--- config.mk ---
export PLATFORM = sky130hd
export DESIGN_NAME = dreg_pipe
export DESIGN_NICKNAME = d
export VERILOG_FILES = /design/src/rtl/dreg_pipe.sv
export SDC_FILE = /design/constraint.sdc
export NUM_CORES = 1
export LEC_CHECK = 0
export ABC_AREA = 1
export BUFFER_PORTS_ARGS = -buffer_cell sky130_fd_sc_hd__buf_2
export CORE_ASPECT_RATIO = 2
export CORE_MARGIN = 3
export CORE_UTILIZATION = 50
export DETAILED_ROUTE_END_ITERATION = 10
export HOLD_SLACK_MARGIN = 0.02
export PLACE_DENSITY = 0.73
export SLEW_MARGIN = 20
export SYNTH_ARGS = -nofsm -noshare
export SYNTH_HDL_FRONTEND = slang
export SYNTH_SLANG_ARGS = --single-unit
--- constraint.sdc ---
create_clock -name clk -period 0.9 [get_ports clk]
set_input_delay 0.135 -clock clk [delete_from_list [all_inputs] [get_ports clk]]
set_output_delay 0.135 -clock clk [all_outputs]
set_load 0.005 [all_outputs]
--- src/rtl/dreg_pipe.sv ---
// dreg_pipe: WIDTH-bit data delayed by DEPTH registered stages, each with a valid bit,
// plus stall (en) and synchronous flush. Define DREG_PIPE_OCC_EN to add the occ counter port.
module dreg_pipe #(
    parameter int unsigned      WIDTH   = 8,
    parameter int unsigned      DEPTH   = 4,
    parameter logic [WIDTH-1:0] RST_VAL = '0
) (
    input  logic                       clk,
    input  logic                       rst,
    input  logic                       en,
    input  logic                       flush,
    input  logic [WIDTH-1:0]           d,
    input  logic                       d_valid,
    output logic [WIDTH-1:0]           q,
`ifdef DREG_PIPE_OCC_EN
    output logic                       q_valid,
    output logic [$clog2(DEPTH+1)-1:0] occ
`else
    output logic                       q_valid
`endif
);

    // d_valid only tags the sample; it never gates shifting. en is the sole advance control,
    // and there is no ready: the consumer stalls the pipe by dropping en.
    logic [WIDTH-1:0] r_data [DEPTH];
    logic [DEPTH-1:0] r_vld;

    always_ff @(posedge clk or posedge rst) begin
        if (rst) begin
            for (int i = 0; i < DEPTH; i++) begin
                r_data[i] <= RST_VAL;
            end
            r_vld <= '0;
        end else if (flush) begin
            for (int i = 0; i < DEPTH; i++) begin
                r_data[i] <= RST_VAL;
            end
            r_vld <= '0;
        end else if (en) begin
            r_data[0] <= d;
            r_vld[0]  <= d_valid;
            for (int i = 1; i < DEPTH; i++) begin
                r_data[i] <= r_data[i-1];
                r_vld[i]  <= r_vld[i-1];
            end
        end
    end

    assign q       = r_data[DEPTH-1];
    assign q_valid = r_vld[DEPTH-1];

`ifdef DREG_PIPE_OCC_EN
    localparam int OCC_W = $clog2(DEPTH+1);

    logic [OCC_W-1:0] r_occ;
    logic             w_occ_inc;
    logic             w_occ_dec;

    // One sample enters and one leaves per en edge, so the count moves by at most one.
    assign w_occ_inc = d_valid & ~r_vld[DEPTH-1];
    assign w_occ_dec = ~d_valid & r_vld[DEPTH-1];

    always_ff @(posedge clk or posedge rst) begin
        if (rst) begin
            r_occ <= '0;
        end else if (flush) begin
            r_occ <= '0;
        end else if (en) begin
            if (w_occ_inc) begin
                r_occ <= r_occ + OCC_W'(1);
            end else if (w_occ_dec) begin
                r_occ <= r_occ - OCC_W'(1);
            end
        end
    end

    assign occ = r_occ;
`endif

endmodule

After elaboration in Yosys (flattened, before gate mapping):

Index checks and enable logic that the tools add are counted.

* shifts and indexed selects: 0
* mux-type cells: 4
* multiply operators: 0
* divide/modulo/power cells: 0
* $add $sub $neg: 0
* eq/ne operators: 0
* order comparisons: 0
* bitwise logic cells: 0
* reduce and logical (&&, ||, !) cells: 1

Operator list (number)
* 32-bit 2-to-1 mux: 2
* 4-bit 2-to-1 mux: 2
* 2-bit nonzero test: 1

* logic and storage cells: 10
* bits in writable memories: 0
* ROM bits: 0
* bits in registers: 36
* memories kept: 0
* input port bits: 13
* latch bits: 0

Longest topological paths before layout:

Gate-level depths: netlist of run 1.

* depth after elaboration: 2
* mapped depth: 5

Worst setup path before layout of run 1:

OpenSTA, ideal clock, no wires.

* path type: input port to flip-flop
* start: in en
* end: reg r_vld[3]
* required time: 835 ps
* setup time: 65 ps
* slack: 218 ps
* buffers on the path: 2
* stages on the path: 5
* arrival time: 618 ps
* path through: buf_6 > nor2_8 > buf_6 > nand2_1 > nand2_1

* longest elaborated chain between the ends: 1

RTL lines
* start: declaration: RTL line 10 `input logic en,`
* 2-bit nonzero test (no line)
* end signal: indexed assignment: RTL line 44 `r_vld[i] <= r_vld[i-1];`
* end: declaration: RTL line 26 `logic [DEPTH-1:0] r_vld;`

No other way between the ends.
A chain may end at the register's enable or synchronous reset.

Worst setup path after layout of run 1:

* start: reg r_data, in the netlist q[2]
* end: out q[2]

RTL lines
* start: declaration: RTL line 25 `logic [WIDTH-1:0] r_data [DEPTH];`
* start signal: indexed assignment: RTL line 43 `r_data[i] <= r_data[i-1];`
* end: declaration: RTL line 14 `output logic [WIDTH-1:0] q,`

No word-level cell between the ends.

==> results of run 1 <==
-- repair_timing --
item,CTS,global route
setup endpoints to repair,9,9
buffers inserted,5,4
hold buffers,1,0
hold endpoints to repair,36,0
gates cloned,0,0
-- tightest hold or removal path: cells and delay by family --
kind,cells,cell delay (ns)
buffers and inverters,1,0.07
and+or+nand+nor,2,0.12
-- state kept, by name, summed over array words and instances, names as in the netlist --
signal	count
q	8
r_data	24
r_vld	4
-- synth_stat cells (all sizes together) --
| cell | count | share of area, % |
|---|---|---|
| buf | 18 | 10 |
| inv | 2 | 0.61 |
| nand2 | 72 | 16 |
| nand3 | 36 | 17 |
| nor2 | 1 | 1.2 |
| dfrtp | 36 | 55 |
-- cell usage in the layout, fill, tap and decap left out, types with 3 or more instances in the layout --
cell,netlist,layout
nand2_1,72,72
dfrtp_1,36,36
buf_2,0,21
nand3_2,20,20
nand3_1,16,16
buf_4,9,9
clkbuf_8,0,7
buf_12,0,3
-- kinds of logic (layout without fill, tap and decap cells) --
family / count (synthesis) / count (layout) / synth area share [%]
flops: 36 / 36 / 54.59
simple gates: 109 / 109 / 34.57
buf+inv: 20 / 44 / 10.84
-- final timing paths --
check | end | slack (ns) | cells after the start
setup / recovery | q[2] | -0.03 | 1
setup reg to reg | q[1]$_DFFE_PP0P_ | 0.08 | 4
hold / removal | r_data[25]$_DFFE_PP0P_ | 0.08 | 3
min in group asynchronous | q[3]$_DFFE_PP0P_ | 0.42 | 4
hold reg to reg | q[5]$_DFFE_PP0P_ | 0.47 | 2
max in group asynchronous | r_data[31]$_DFFE_PP0P_ | 0.30 | 4
-- area by class of cell --
type | count | area share [%]
Sequential cell | 36 | 47.62
Multi-Input combinational cell | 109 | 30.16
Timing Repair Buffer | 34 | 12.83
Inverter | 2 | 0.7275
Clock inverter | 1 | 1.587
Tap cell | 30 | 1.984
Clock buffer | 7 | 5.093
-- power by group through the flow --
stage,clock network [mW],registers (mW),logic (mW)
after floorplan,0,1.71,0.194
after detailed placement,0,1.72,0.244
after global placement,0,1.72,0.235
after global routing,1.65,1.69,0.274
final,1.52,1.69,0.246
after CTS,1.59,1.69,0.249
-- through the flow --
step	util, %	total power [mW]
floorplan	-	1.908
global placement	55.38	1.952
detailed placement	55.38	1.963
CTS	61.08	3.525
global route	62.07	3.614
finish	62.07	3.454
-- per-layer routing --
layer | share of wire (%) | GRT usage, % | vias to the layer above
met3 | 5.6 | 4.348 | 6
met1 | 42 | 17.62 | 506
met5 | 0 | 0 | -
li1 | - | - | 558
met2 | 50 | 23.99 | 26
met4 | 2.3 | 7.557 | 0
==> results.sh, run 1 <==
export IMPL_status="finished, violations left"
export IMPL_violations="setup timing"
export IMPL_stdcell_count=219
export IMPL_viasPerCell=5.005
export IMPL_grt_pass1_vias=1053
export IMPL_post_drt_wl_per_cell_um=11.63
export IMPL_initial_core_util_pct=54.15
export IMPL_cp_arrival_ns=0.79
export IMPL_hp_class="in -> reg"
export IMPL_dp_slack_ns=-0.04206
export IMPL_worst_hold_slack_ns=0.07767
export IMPL_pwr_share_clk_pct=44.0
export IMPL_slowest_delay_ns=0.38
export IMPL_overflow=0
export IMPL_period_needed_ns=0.9261
export IMPL_antenna_found_initial=0
export IMPL_crit_required_ns=0.76
export IMPL_die_h_um=87.25
export IMPL_path_clk_slew_ns=0.07
export IMPL_dieArea_um2=4068
export IMPL_grt_max_degree=37
export IMPL_critical_path_class="reg -> out"
export IMPL_finalSetupTns_ns=-0.1661
export IMPL_path_delay_family="flip-flops"
export IMPL_cts_sinks=36
export IMPL_drv_slew=0
export IMPL_nets=201
export IMPL_setup_viol=9
export IMPL_htree_levels=2
export IMPL_multiInputGateArea_um2=570.5
export IMPL_hold_viol=0
export IMPL_areaGrowthSynthToFinish_pct=14.63
export IMPL_dp_cells=201
export IMPL_cp_start_kind="flop"
export IMPL_p_int_mw=2.727
export IMPL_synth_cells=165
export IMPL_cp_end_kind="primary output"
export IMPL_avgSynthCellArea_um2=10.00
export IMPL_post_dp_cell_area_um2=1688
export IMPL_rsz0062_at_grt="true"
export IMPL_ir_drop_mv=1.756
export IMPL_drc=0
export IMPL_vias=1096
export IMPL_max_freq_mhz=1080
export IMPL_synth_seq_cells=36
export IMPL_worstSetupStartpoint="q[2]$_DFFE_PP0P_"
export IMPL_power_leakage_nw=1.054
export IMPL_dpl_hpwl_mm=1.517
export IMPL_syn_nets=178
export IMPL_cp_cell_sequence="buf_2"
export IMPL_ctsResizeCount=0
export IMPL_synthDistinctLibCells=9
export IMPL_r2r_start="q[1]$_DFFE_PP0P_"
export IMPL_crit_fanout=2
export IMPL_power_share_switching_pct=21.06
export IMPL_io_pin_count=22
export IMPL_grt_first_pass_wirelength_mm=4.498
export IMPL_cts_tree="done"
export IMPL_max_slew_margin_pct=70.70
export IMPL_fp_dieW_um=46.63
export IMPL_p_switching_mw=0.7274
export IMPL_port_buffers=21
export IMPL_cts_made_buffers=5
export IMPL_groute_usage_overall_pct=15.01
export IMPL_cts_buffer_depth=2
export IMPL_cpMaxStageDelayCell="dfrtp_1"
export IMPL_path_buf_inv=1
export IMPL_layout_setup_ws_ns=-0.02612
export IMPL_hold_start="d[1]"
export IMPL_drtIter0Drc=34
export IMPL_syn_cell_area_um2=1650
export IMPL_skew_ns=0.003579
export IMPL_post_route_period_util_pct=102.9
export IMPL_ys_warn_count=0
export IMPL_clock_latency_ns=0.28
export IMPL_wl_mm=2.547
export IMPL_gp_congestion=0.7028
export IMPL_nFillCells=269
export IMPL_insertedDiodeCount=0
export IMPL_cap_violations=0
export IMPL_pwr_share_seq_pct=48.9
export IMPL_cellPowerDensity_nw_per_um2=1826
export IMPL_root_buffer="clkbuf_8"
export IMPL_firstDrtPassIters=4
export IMPL_final_area_um2=1892
export IMPL_drive_gt1_share_pct=33.86
export IMPL_ant_nets=0
export IMPL_seqCellArea_um2=900.9
export IMPL_core_um2=3048
export IMPL_p_comb_share_pct=7.1
export IMPL_row_count=28
export IMPL_tightest_slew_ns=0.4395
export IMPL_yosysSeqAreaShare_pct=54.59
No activity file was read; power rests on OpenSTA's default activity.
==> run 2, diff against run 1 <==
--- a/config.mk
+++ b/config.mk
@@ -13,7 +13,8 @@
 export DETAILED_ROUTE_END_ITERATION = 10
 export HOLD_SLACK_MARGIN = 0.02
 export PLACE_DENSITY = 0.73
-export SLEW_MARGIN = 20
+export RECOVER_POWER = 25
+export SLEW_MARGIN = 30
 export SYNTH_ARGS = -nofsm -noshare
 export SYNTH_HDL_FRONTEND = slang
 export SYNTH_SLANG_ARGS = --single-unit
==> run 2 against run 1 <==
Against the previous run:
- worst hold slack got worse by 0.00087 ns
- critical endpoint unchanged
- utilization down 0.53 points
- sequential power barely moved
- sequential cell count stayed put
- clock-buffer cell count is the same
- power decreased by 0.22%
- setup slack hardly changed
- the flow still finishes with violations (setup timing)
- cell count unchanged
- fmax about the same
- global-route usage stayed put
- critical path type unchanged
- largest cell class unchanged
- combinational power fell by 4%
- clock power barely moved
==> results.sh, run 2 (synthesis gave the netlist of run 1 again) <==
export IMPL_status="finished, violations left"
export IMPL_violations="setup timing"
export IMPL_ctsResizeCount=0
export IMPL_firstDrtPassIters=4
export IMPL_clock_latency_ns=0.28
export IMPL_drc=0
export IMPL_cpMaxStageDelayCell="dfrtp_1"
export IMPL_path_clk_slew_ns=0.07
export IMPL_core_um2=3048
export IMPL_drtIter0Drc=33
export IMPL_cts_buffer_depth=2
export IMPL_vias=1096
export IMPL_max_slew_margin_pct=71.33
export IMPL_p_total_mw=3.447
export IMPL_hold_viol=0
export IMPL_post_route_period_util_pct=102.9
export IMPL_row_count=28
export IMPL_root_buffer="clkbuf_8"
export IMPL_cts_sinks=36
export IMPL_cap_violations=0
export IMPL_cts_tree="done"
export IMPL_dp_cells=201
export IMPL_rsz0062_at_grt="true"
export IMPL_layout_setup_ws_ns=-0.02619
export IMPL_crit_required_ns=0.76
export IMPL_fp_dieW_um=46.63
export IMPL_cp_start_kind="flop"
export IMPL_path_delay_family="flip-flops"
export IMPL_areaGrowthSynthToFinish_pct=13.65
export IMPL_rrSetupSlack_ns=0.08
export IMPL_cp_cell_sequence="buf_2"
export IMPL_io_pin_count=22
export IMPL_skew_ns=0.003250
export IMPL_layout_common_cells="nand2_1, dfrtp_1, nand3_2, buf_2, nand3_1"
export IMPL_dieArea_um2=4068
export IMPL_path_buf_inv=1
export IMPL_viasPerCell=5.005
export IMPL_grt_pass1_vias=1053
export IMPL_cp_arrival_ns=0.79
export IMPL_period_needed_ns=0.9262
export IMPL_gp_congestion=0.7028
export IMPL_grt_first_pass_wirelength_mm=4.498
export IMPL_antenna_found_initial=0
export IMPL_ir_drop_mv=1.761
export IMPL_stdcell_count=219
export IMPL_hp_class="in -> reg"
export IMPL_port_buffers=21
export IMPL_nets=201
export IMPL_finalSetupTns_ns=-0.1685
export IMPL_hold_start="d[1]"
export IMPL_cp_end_kind="primary output"
export IMPL_r2r_start="q[1]$_DFFE_PP0P_"
export IMPL_hold_depth=3
export IMPL_crit_fanout=2
export IMPL_regMostFlops="r_data"
export IMPL_insertedDiodeCount=0
export IMPL_largest_reg_flops=24
export IMPL_setup_viol=9
export IMPL_die_h_um=87.25
export IMPL_slowest_delay_ns=0.38
export IMPL_power_leakage_nw=1.045
export IMPL_final_util_pct=61.54
export IMPL_critical_path_class="reg -> out"
export IMPL_initial_core_util_pct=54.15
export IMPL_drive_gt1_share_pct=32.28
export IMPL_cts_made_buffers=5
export IMPL_grt_max_degree=37
export IMPL_dpl_hpwl_mm=1.517
export IMPL_min_to="r_data[25]$_DFFE_PP0P_"
export IMPL_worst_hold_slack_ns=0.07680
export IMPL_wl_mm=2.536
export IMPL_htree_levels=2
export IMPL_post_drt_wl_per_cell_um=11.58
export IMPL_overflow=0
export IMPL_groute_usage_overall_pct=15.01
export IMPL_layout_commonest_cell="nand2_1"
export IMPL_max_freq_mhz=1080
export IMPL_nFillCells=274
export IMPL_rr_endpoint="q[1]$_DFFE_PP0P_"
export IMPL_r2r_cells=4
export IMPL_drv_slew=0
export IMPL_cellPowerDensity_nw_per_um2=1838
export IMPL_ant_nets=0
export IMPL_tightest_slew_ns=0.4300
-- run 2: worst register-to-register path, stage by stage (launching register included) --
cell     delay, ns
dfrtp_1       0.37
buf_4         0.13
buf_4         0.12
nand2_1       0.05
nand2_1       0.04
-- run 2: cell type report --
cell class / instances / area (um^2) / area share, %
flip-flops and latches: 36 / 900.9 / 48.03
repair buffers: 34 / 231.5 / 12.34
inverters: 2 / 13.76 / 0.7338
multi-input cells: 109 / 565.5 / 30.15
clock buffers: 7 / 96.34 / 5.137
clock inverters: 1 / 30.03 / 1.601
well taps: 30 / 37.54 / 2.001
-- run 2: worst max-delay path by stage --
stage	from	endpoint	slack, ns	cells after the start
finish	q[2]$_DFFE_PP0P_	q[2]	-0.03	1
detailed placement	flush	q[2]$_DFFE_PP0P_	-0.04	4
CTS	r_vld[3]$_DFFE_PP0P_	q_valid	-0.06	1
global route	q[7]$_DFFE_PP0P_	q[7]	-0.06	1
global placement	flush	r_data[27]$_DFFE_PP0P_	0.001	4
floorplan	en	r_vld[3]$_DFFE_PP0P_	0.22	5
-- run 2: stage by stage --
stage          worst slack [ns]  area (um^2)
6_report               -0.02619         1876
5_1_grt                -0.06377         1876
4_1_cts                -0.05962         1862
3_5_place_dp           -0.04206         1688
3_3_place_gp           0.001345         1688
2_1_floorplan            0.2175         1654
-- run 2: timing repair --
action	CTS	global route
hold buffers	1	0
hold endpoints to repair	36	0
setup endpoints to repair	9	9
pin swaps	0	0
buffers inserted	5	4
-- run 2: power breakdown --
part,internal [mW],switching [mW],total [mW]
registers,1.66,0.0263,1.69
clock network,0.977,0.545,1.52
logic,0.0819,0.155,0.237
total,2.72,0.726,3.45
-- run 2: layer usage --
layer | GRT usage (%) | wire length, um | vias up
met3 | 4.348 | 144 | 6
met5 | 0 | 0 | -
met2 | 23.99 | 1257 | 24
met1 | 17.62 | 1074 | 507
met4 | 7.557 | 59 | 0
li1 | - | - | 559
